--- config.mk ---
export PLATFORM = sky130hd
export DESIGN_NAME = dino_motion_ctrl
export DESIGN_NICKNAME = d
export VERILOG_FILES = /design/src/rtl/dino_pkg.sv /design/src/rtl/dino_frame_div.sv /design/src/rtl/dino_motion_ctrl.sv
export SDC_FILE = /design/constraint.sdc
export NUM_CORES = 1
export LEC_CHECK = 0
export ABC_AREA = 0
export CORE_ASPECT_RATIO = 1.2
export CORE_UTILIZATION = 50
export DETAILED_ROUTE_END_ITERATION = 8
export GPL_ROUTABILITY_DRIVEN = 1
export PLACE_DENSITY = 0.67
export SETUP_SLACK_MARGIN = 0.3
export SLEW_MARGIN = 5
export SYNTH_ARGS = -nofsm -noshare
export SYNTH_HDL_FRONTEND = slang
export SYNTH_HIERARCHICAL = 1
export SYNTH_SLANG_ARGS = --single-unit
--- constraint.sdc ---
create_clock -name clk -period 5.1 [get_ports clk]
set_input_delay 1.02 -clock clk [delete_from_list [all_inputs] [get_ports clk]]
set_output_delay 1.02 -clock clk [all_outputs]
set_load 0.02 [all_outputs]
--- src/rtl/dino_pkg.sv ---
// Shared types for the dino sequencer: lifecycle states, pose codes, default tuning constants.
// Pure declarations; no timing or flow control.
package dino_pkg;

   typedef enum logic [2:0] {
      IDLE = 3'd0,
      RUN  = 3'd1,
      AIR  = 3'd2,
      DUCK = 3'd3,
      DEAD = 3'd4
   } dino_state_t;

   localparam logic [2:0] IDLE_P = 3'd0;
   localparam logic [2:0] RUN_A  = 3'd1;
   localparam logic [2:0] RUN_B  = 3'd2;
   localparam logic [2:0] DUCK_A = 3'd3;
   localparam logic [2:0] DUCK_B = 3'd4;
   localparam logic [2:0] AIR_P  = 3'd5;
   localparam logic [2:0] DEAD_P = 3'd6;

   localparam int DEF_GROUND_Y    = 300;
   localparam int DEF_JUMP_V0     = 12;
   localparam int DEF_GRAVITY     = 1;
   localparam int DEF_ANIM_DIV    = 6;
   localparam int DEF_SCORE_DIV   = 4;
   localparam int DEF_DEAD_FRAMES = 60;

   function automatic logic [2:0] pose_of(input dino_state_t s, input logic leg);
      logic [2:0] p;
      p = IDLE_P;
      case (s)
         RUN:     p = leg ? RUN_B : RUN_A;
         DUCK:    p = leg ? DUCK_B : DUCK_A;
         AIR:     p = AIR_P;
         DEAD:    p = DEAD_P;
         default: p = IDLE_P;
      endcase
      return p;
   endfunction

endpackage

--- src/rtl/dino_frame_div.sv ---
// Generic frame_tick divider: counts enabled ticks, wraps at DIV-1 with a combinational wrap pulse.
// Wrap is valid in the cycle the last tick is enabled; clear has priority; no backpressure.
module dino_frame_div #(
   parameter int DIV = 4
) (
   input  logic clk,
   input  logic rst,
   input  logic clr,
   input  logic en,
   output logic wrap
);

   localparam int W = (DIV > 1) ? $clog2(DIV) : 1;

   logic [W-1:0] cnt_q;

   assign wrap = en & (cnt_q == W'(DIV - 1));

   always_ff @(posedge clk or posedge rst) begin
      if (rst) begin
         cnt_q <= '0;
      end else if (clr || wrap) begin
         cnt_q <= '0;
      end else if (en) begin
         cnt_q <= cnt_q + W'(1);
      end
   end

endmodule

--- src/rtl/dino_motion_ctrl.sv ---
// T-rex motion and game-lifecycle sequencer; define FAST_FALL_EN for 3x gravity while ducking in the air.
// All outputs registered, updated 1 cycle after frame_tick/collide is sampled; tick-driven, no backpressure.
module dino_motion_ctrl
   import dino_pkg::*;
#(
   parameter int GROUND_Y    = DEF_GROUND_Y,
   parameter int JUMP_V0     = DEF_JUMP_V0,
   parameter int GRAVITY     = DEF_GRAVITY,
   parameter int ANIM_DIV    = DEF_ANIM_DIV,
   parameter int SCORE_DIV   = DEF_SCORE_DIV,
   parameter int DEAD_FRAMES = DEF_DEAD_FRAMES
) (
   input  logic       clk,
   input  logic       rst,
   input  logic       frame_tick,
   input  logic       jump,
   input  logic       duck,
   input  logic       collide,
   output logic [9:0] dino_y,
   output logic [2:0] pose,
   output logic [2:0] state,
   output logic       score_tick,
   output logic       snd_jump,
   output logic       snd_dead
);

   localparam int DW = $clog2(DEAD_FRAMES + 1);

   dino_state_t        st_q, st_d;
   logic [9:0]         height_q, height_d;
   logic signed [7:0]  vel_q, vel_d, fall;
   logic [DW-1:0]      dead_q, dead_d;
   logic               jump_prev_q, jump_req_q, jump_req_d, jump_rise;
   logic               leg_q, leg_d;
   logic               snd_jump_d, snd_dead_d, restart;
   logic               active, anim_en, score_en, anim_wrap, score_wrap;
   logic signed [10:0] air_next;

   assign jump_rise = jump & ~jump_prev_q;
   assign active    = (st_q == RUN) || (st_q == AIR) || (st_q == DUCK);
   // A collision edge suppresses both counters so no score_tick leaks out on the death edge.
   assign score_en  = frame_tick & active & ~collide;
   assign anim_en   = frame_tick & ((st_q == RUN) || (st_q == DUCK)) & ~collide;
   assign air_next  = $signed({1'b0, height_q}) + $signed({{3{vel_q[7]}}, vel_q});

`ifdef FAST_FALL_EN
   assign fall = duck ? 8'(3 * GRAVITY) : 8'(GRAVITY);
`else
   assign fall = 8'(GRAVITY);
`endif

   always_comb begin
      st_d       = st_q;
      height_d   = height_q;
      vel_d      = vel_q;
      dead_d     = dead_q;
      snd_jump_d = 1'b0;
      snd_dead_d = 1'b0;
      restart    = 1'b0;
      case (st_q)
         IDLE: begin
            if (frame_tick && jump_req_q) begin
               st_d     = RUN;
               height_d = '0;
            end
         end
         RUN, DUCK: begin
            if (collide) begin
               st_d       = DEAD;
               snd_dead_d = 1'b1;
               dead_d     = '0;
            end else if (frame_tick) begin
               if (jump_req_q) begin
                  st_d       = AIR;
                  vel_d      = 8'(JUMP_V0);
                  snd_jump_d = 1'b1;
               end else begin
                  st_d = duck ? DUCK : RUN;
               end
            end
         end
         AIR: begin
            if (collide) begin
               st_d       = DEAD;
               snd_dead_d = 1'b1;
               dead_d     = '0;
            end else if (frame_tick) begin
               if (air_next <= 11'sd0) begin
                  height_d = '0;
                  vel_d    = '0;
                  st_d     = duck ? DUCK : RUN;
               end else begin
                  height_d = air_next[9:0];
                  vel_d    = vel_q - fall;
               end
            end
         end
         DEAD: begin
            if (frame_tick) begin
               if (jump_req_q && (dead_q == DW'(DEAD_FRAMES))) begin
                  st_d     = IDLE;
                  height_d = '0;
                  vel_d    = '0;
                  restart  = 1'b1;
               end else if (dead_q != DW'(DEAD_FRAMES)) begin
                  dead_d = dead_q + DW'(1);
               end
            end
         end
         default: st_d = IDLE;
      endcase
      // A request lives for at most one frame; a fresh press wins over the frame that consumes the old one.
      jump_req_d = jump_rise | (jump_req_q & ~frame_tick & (st_d == st_q));
      leg_d      = restart ? 1'b0 : (leg_q ^ anim_wrap);
   end

   dino_frame_div #(.DIV(ANIM_DIV)) u_anim_div (
      .clk  (clk),
      .rst  (rst),
      .clr  (restart),
      .en   (anim_en),
      .wrap (anim_wrap)
   );

   dino_frame_div #(.DIV(SCORE_DIV)) u_score_div (
      .clk  (clk),
      .rst  (rst),
      .clr  (restart),
      .en   (score_en),
      .wrap (score_wrap)
   );

   always_ff @(posedge clk or posedge rst) begin
      if (rst) begin
         st_q        <= IDLE;
         height_q    <= '0;
         vel_q       <= '0;
         dead_q      <= '0;
         jump_prev_q <= 1'b0;
         jump_req_q  <= 1'b0;
         leg_q       <= 1'b0;
         dino_y      <= 10'(GROUND_Y);
         pose        <= IDLE_P;
         score_tick  <= 1'b0;
         snd_jump    <= 1'b0;
         snd_dead    <= 1'b0;
      end else begin
         st_q        <= st_d;
         height_q    <= height_d;
         vel_q       <= vel_d;
         dead_q      <= dead_d;
         jump_prev_q <= jump;
         jump_req_q  <= jump_req_d;
         leg_q       <= leg_d;
         dino_y      <= 10'(GROUND_Y) - height_d;
         pose        <= pose_of(st_d, leg_d);
         score_tick  <= score_wrap;
         snd_jump    <= snd_jump_d;
         snd_dead    <= snd_dead_d;
      end
   end

   assign state = st_q;

endmodule

* After elaboration in Yosys (flattened, before gate mapping) *
Cells that the tools add are included.

operators by class
  eq/ne operators = 23
  magnitude comparators = 1
  mux-type cells = 49
  bitwise gates (word level) = 14
  reductions and logical operators = 16
  add/subtract/negate cells = 6

operators by type and width
  cell                   number
  $mux 8                 8
  $mux 10                6
  $mux 3                 11
  $pmux 10 s3            1
  $mux 6                 4
  $pmux 3 s4             2
  $pmux 8 s3             1
  $ne 2x2->1 const B     9
  $eq 3x2->1 const B     4
  $pmux 6 s2             1
  $add 11x8->11          1
  $le 11x1->1 const B    1
  $mux 1                 10
  $mux 2                 5
  $sub 9x10->10 const A  1
  $and 1x1->1            9
  $eq 3x3->1 const B     3
  $reduce_and 8->1       1
  $sub 8x2->8 const B    1
  $add 6x1->6 const B    1
  $eq 3x1->1 const B     2
  $eq 6x6->1 const B     1
  $ne 6x6->1 const B     1
  $reduce_bool 2->1      3
  other kinds (15)       22

storage, ports and cells
  logic and storage cells = 123
  bits of input ports = 6
  register bits after elaboration = 51

* Logic depth before layout (Yosys ltp) *
  depth after elaboration = 9
  gate-level depth with buffers = 15

* By module *
The synthesis kept the hierarchy.

by module, submodules not included
  module                         cells each  instances  area an instance (um2)
  dino_motion_ctrl               307         1          2889.0
  dino_frame_div at u_anim_div   19          1          177.7
  dino_frame_div at u_score_div  11          1          115.1

* Worst setup path before layout *
OpenSTA, ideal clock, no wires.

  path kind = reg2reg
  from = register height_q[0]
  to = register dino_y[8]
  buffers on the path = 0
  setup slack = 1.581 ns
  period minus slack after synthesis = 3.519 ns
  cell stages (with the launch flop) = 16
  setup time = 0.094 ns
  arrival time = 3.424 ns
  cell sequence = dfrtp_1 > ha_1 > inv_1 > fa_1 > nor2b_1 > o22ai_1 > xnor2_1 > or3_1 > or4_1 > nor2_1 > nor2_1 > a22oi_1 > ha_1 > a21oi_1 > o211a_1 > a311oi_1

between the ends
  word-level cells in the longest chain between the ends = 7

RTL lines
  element                 RTL line                 text
  start, declared         dino_motion_ctrl.sv:30   logic [9:0] height_q, height_d;
  start signal, assigned  dino_motion_ctrl.sv:149  height_q <= height_d;
  $add 11x8->11           dino_motion_ctrl.sv:44   assign air_next = $signed({1'b0, height_q}) + $signed({{3{vel_q[7]}}, vel_q});
  $le 11x1->1             dino_motion_ctrl.sv:88   if (air_next <= 11'sd0) begin
  $mux 10                 dino_motion_ctrl.sv:88
  $mux 10                 dino_motion_ctrl.sv:87   end else if (frame_tick) begin
  $mux 10                 dino_motion_ctrl.sv:83   if (collide) begin
  $pmux 10 s3 (*)         dino_motion_ctrl.sv:60   case (st_q)
  $sub 9x10->10 (*)       dino_motion_ctrl.sv:155  dino_y <= 10'(GROUND_Y) - height_d;
  end signal, assigned    dino_motion_ctrl.sv:142  dino_y <= 10'(GROUND_Y);
  end signal, assigned    dino_motion_ctrl.sv:155
  end, declared           dino_motion_ctrl.sv:19   output logic [9:0] dino_y,

Every way passes the cells marked *; elsewhere a longest branch is shown, timed or not.
A chain may end at the register's enable or synchronous reset.

* Final worst setup path *
Same ends and word-level chain as after synthesis.

==> flow_metrics.py <==
metrics = {
    "setup_path": {
        "path_buf_inv": 1,
        "startpoint_type": "flop",
        "crit_slowest_cell": "or4_1",
        "cp_top_family": "simple AND/OR/NAND/NOR gates",
        "cpPeakStageDelay_ns": 0.54,
        "worstPathCellList": "ha_1 > inv_1 > fa_1 > nor2b_1 > o22ai_1 > xnor2_1 > or3_1 > or4_1 > nor2_1 > nor2_1 > a22oi_1 > ha_1 > a21oi_1 > o211a_1 > a311oi_1",
        "cp-end-kind": "flop",
        "cp.arrival_ns": 4.26,
        "cp_max_fo": 5,
        "path_class": "reg2reg",
        "crit_required_ns": 5.32,
    },
    "clock_tree": {
        "cts_tree": "done",
        "cts_buffer_depth": 2,
        "ctsHoldBuffers": 0,
        "cts_max_level": 2,
        "cts_made_buffers": 5,
        "postCtsResizedCells": 0,
        "root_buffer": "clkbuf_8",
        "cts_setup_buffers": 0,
        "clock_sinks": 50,
        "insertion_delay_ns": 0.30,
        "path_clk_slew_ns": 0.09,
    },
    "detailed_routing": {
        "first_pass_iters": 4,
        "drc": 0,
        "viasPerCell": 5.97,
        "routed_wl_um": 6860,
        "post_drt_wl_per_cell_um": 15.6,
        "ant_nets": 0,
        "vias": 2625,
        "drt-initial-drc-count": 105,
    },
    "cells_and_area": {
        "fin_area_um2": 3550,
        "antenna_cells": 0,
        "layout-drive-gt1-share_pct": 7.54,
        "layout_common_cells": "dfrtp_1 (46), nor2_1 (29), nand2_1 (24), clkdlybuf4s50_1 (24), inv_1 (21)",
        "syn_to_final_growth_pct": 11.6,
        "final_nets": 381,
        "final_common_cell": "dfrtp_1",
    },
    "synthesis": {
        "synth_top_flop_cell": "dfrtp_1",
        "synth-edff-count": 0,
        "synthDistinctLibCells": 68,
        "synth-seq-cells": 50,
        "syn-cell-area_um2": 3180,
        "syn-instance-count": 337,
        "synthArstFlopShare_pct": 100,
        "ys_warn_count": 6,
        "yosysSeqAreaShare_pct": 39.5,
        "synth.avg_cell_area_um2": 9.44,
        "syn_nets": 361,
        "synth_top_area_share_pct": 36.2,
        "synthTopCellsByArea": "dfrtp_1 (36%), ha_1 (6.7%), nor2_1 (3.4%), dfstp_2 (3.3%), o21ai_0 (3.1%)",
        "yosys.area.top_type": "dfrtp_1",
    },
    "power_and_ir_drop": {
        "vdd_drop_max_uv": 169,
        "finalPower_uw": 1170,
        "p_comb_share_pct": 34.7,
        "switching_share_pct": 37.2,
        "internal_power_uw": 737,
        "p_seq_share_pct": 45.7,
        "p_switching_uw": 436,
        "p_clk_share_pct": 19.6,
        "p_per_area_nw_per_um2": 330,
        "power.leakage_uw": 0.00170,
    },
    "timing": {
        "min_period_ns": 4.04,
        "finalCritPeriodShare_pct": 79.2,
        "fin_tns_setup_ns": 0,
        "drv_slew": 0,
        "finalWorstSetupSlack_ns": 1.06,
        "worst_pin_slew_ns": 1.07,
        "rsz0062_at_grt": "false",
        "finalSetupViolations": 0,
        "max_freq_mhz": 247,
        "slew_headroom_pct": 28.3,
        "fin_skew_ns": 0.0109,
        "hold_viol": 0,
    },
    "global_route": {
        "grt_max_degree": 46,
        "grt_first_pass_wirelength_um": 11400,
        "grt_pass1_vias": 2442,
        "grt_usage_pct": 22.5,
        "antenna_found_initial": 0,
        "globalRouteOverflowTotal": 0,
    },
    "placement": {
        "dp_slack_ns": 0.992,
        "place_area_um2": 3460,
        "routabilityCongestion": 0.918,
        "hpwl_um": 5180,
        "io_buffers": 24,
    },
    "floorplanning": {
        "die_h_um": 89.4,
        "num_io_pins": 25,
        "floorplan.die_area_um2": 6690,
        "die_x_um": 74.8,
        "core.rowCount": 31,
        "start_util_pct": 52.2,
        "core_area_um2": 6090,
    },
    "run": {
        "maxCapViolations": 0,
    },
    "status": {
        "outcome": "finished clean",
    },
    "worst_hold_path": {
        "hp-class": "reg2reg",
    },
}
area by class of cell:
| type | instances | area, µm² |
|---|---|---|
| inverters | 22 | 82.6 |
| multi-input cells | 254 | 1780 |
| clock inverters | 2 | 13.8 |
| fillers | 576 | 2540 |
| well taps | 82 | 103 |
| repair buffers | 24 | 240 |
| flip-flops and latches | 50 | 1260 |
| clock buffers | 6 | 72.6 |
cells in the mapped netlist, types with 2 or more instances:
master      n
a211oi_1    2
and3_1      3
o211a_1     2
o211ai_1    3
nand2_1    24
nor3b_1     2
nand2b_1    8
or2_1       2
or4b_1      2
nand3_1     5
a22o_1      8
ha_1       17
inv_1      22
mux2_2      4
a22oi_1     3
a2111oi_0   3
nor2_1     29
and2_1      3
o31ai_1     4
xor2_1      9
nor2b_1     6
nand4_1     4
nor3_1     10
xnor2_1     6
buf_6       2
o21a_1      3
a21o_1     10
mux2i_1     2
dfrtp_1    46
clkbuf_1    7
o21bai_1    2
a211o_1     2
o2111ai_1   3
nor4_1      3
a32o_1      2
a2111o_1    2
dfstp_2     4
o21ai_0    20
a21oi_1    15
nand3b_1    5
final timing paths:
path / startpoint / endpoint / cells past startpoint / slack (ns)
max in group asynchronous: rst / height_q[7] / 2 / 3.23
min in group asynchronous: rst / u_score_div/cnt_q[0] / 2 / 0.95
worst max register to register: height_q[0] / dino_y[8] / 15 / 1.06
worst min register to register: jump_prev_q / jump_req_q / 1 / 0.42
worst min-delay path: jump_prev_q / jump_req_q / 1 / 0.42
worst max-delay path: height_q[0] / dino_y[8] / 15 / 1.06
sequential cells by signal, summed over array words and instances (netlist names), 2 cells and up:
signal,cells
u_score_div/cnt_q,2
vel_q,8
dino_y,9
u_anim_div/cnt_q,3
dead_q,6
state,3
pose,3
height_q,10
metal layers:
| metal | GRT usage [%] | up-vias | wire (µm) |
|---|---|---|---|
| li1 | - | 1268 | - |
| met1 | 27.1 | 1279 | 2970 |
| met2 | 39.0 | 59 | 3430 |
| met3 | 3.16 | 19 | 216 |
| met4 | 11.3 | 0 | 243 |
| met5 | 0 | - | 0 |
worst reg2reg max path, cell delays in order, from the launching register on:
cell and delay, ns:
dfrtp_1 0.45, ha_1 0.21, inv_1 0.06, fa_1 0.40
nor2b_1 0.23, o22ai_1 0.14, xnor2_1 0.16, or3_1 0.34
or4_1 0.54, nor2_1 0.25, nor2_1 0.15, a22oi_1 0.23
ha_1 0.23, a21oi_1 0.10, o211a_1 0.23, a311oi_1 0.24
through the flow:
step,hold WS [ns],std cells,util (%)
floorplan,0.400,337,-
global placement,0.412,432,56.9
detailed placement,0.410,432,56.9
CTS,0.425,440,58.3
global route,0.460,440,58.3
finish,0.422,440,58.3
cell families after synthesis:
family	after synthesis	synth area share [%]
XOR/XNOR	15	4.13
flip-flops	50	39.5
AO/OA/AOI/OAI	99	23.4
multiplexers	6	2.04
AND/OR/NAND/NOR	116	19.2
buffers and inverters	33	4.48
adder cells (fa/ha/maj)	18	7.31
power groups by stage:
stage          Combinational (µW)  Clock [µW]  Sequential (µW)
2_1_floorplan                 291           0              539
3_3_place_gp                  399           0              543
3_5_place_dp                  407           0              544
4_1_cts                       408         239              537
5_1_grt                       465         255              549
6_report                      407         230              536
No activity file was read; power rests on OpenSTA's default activity.
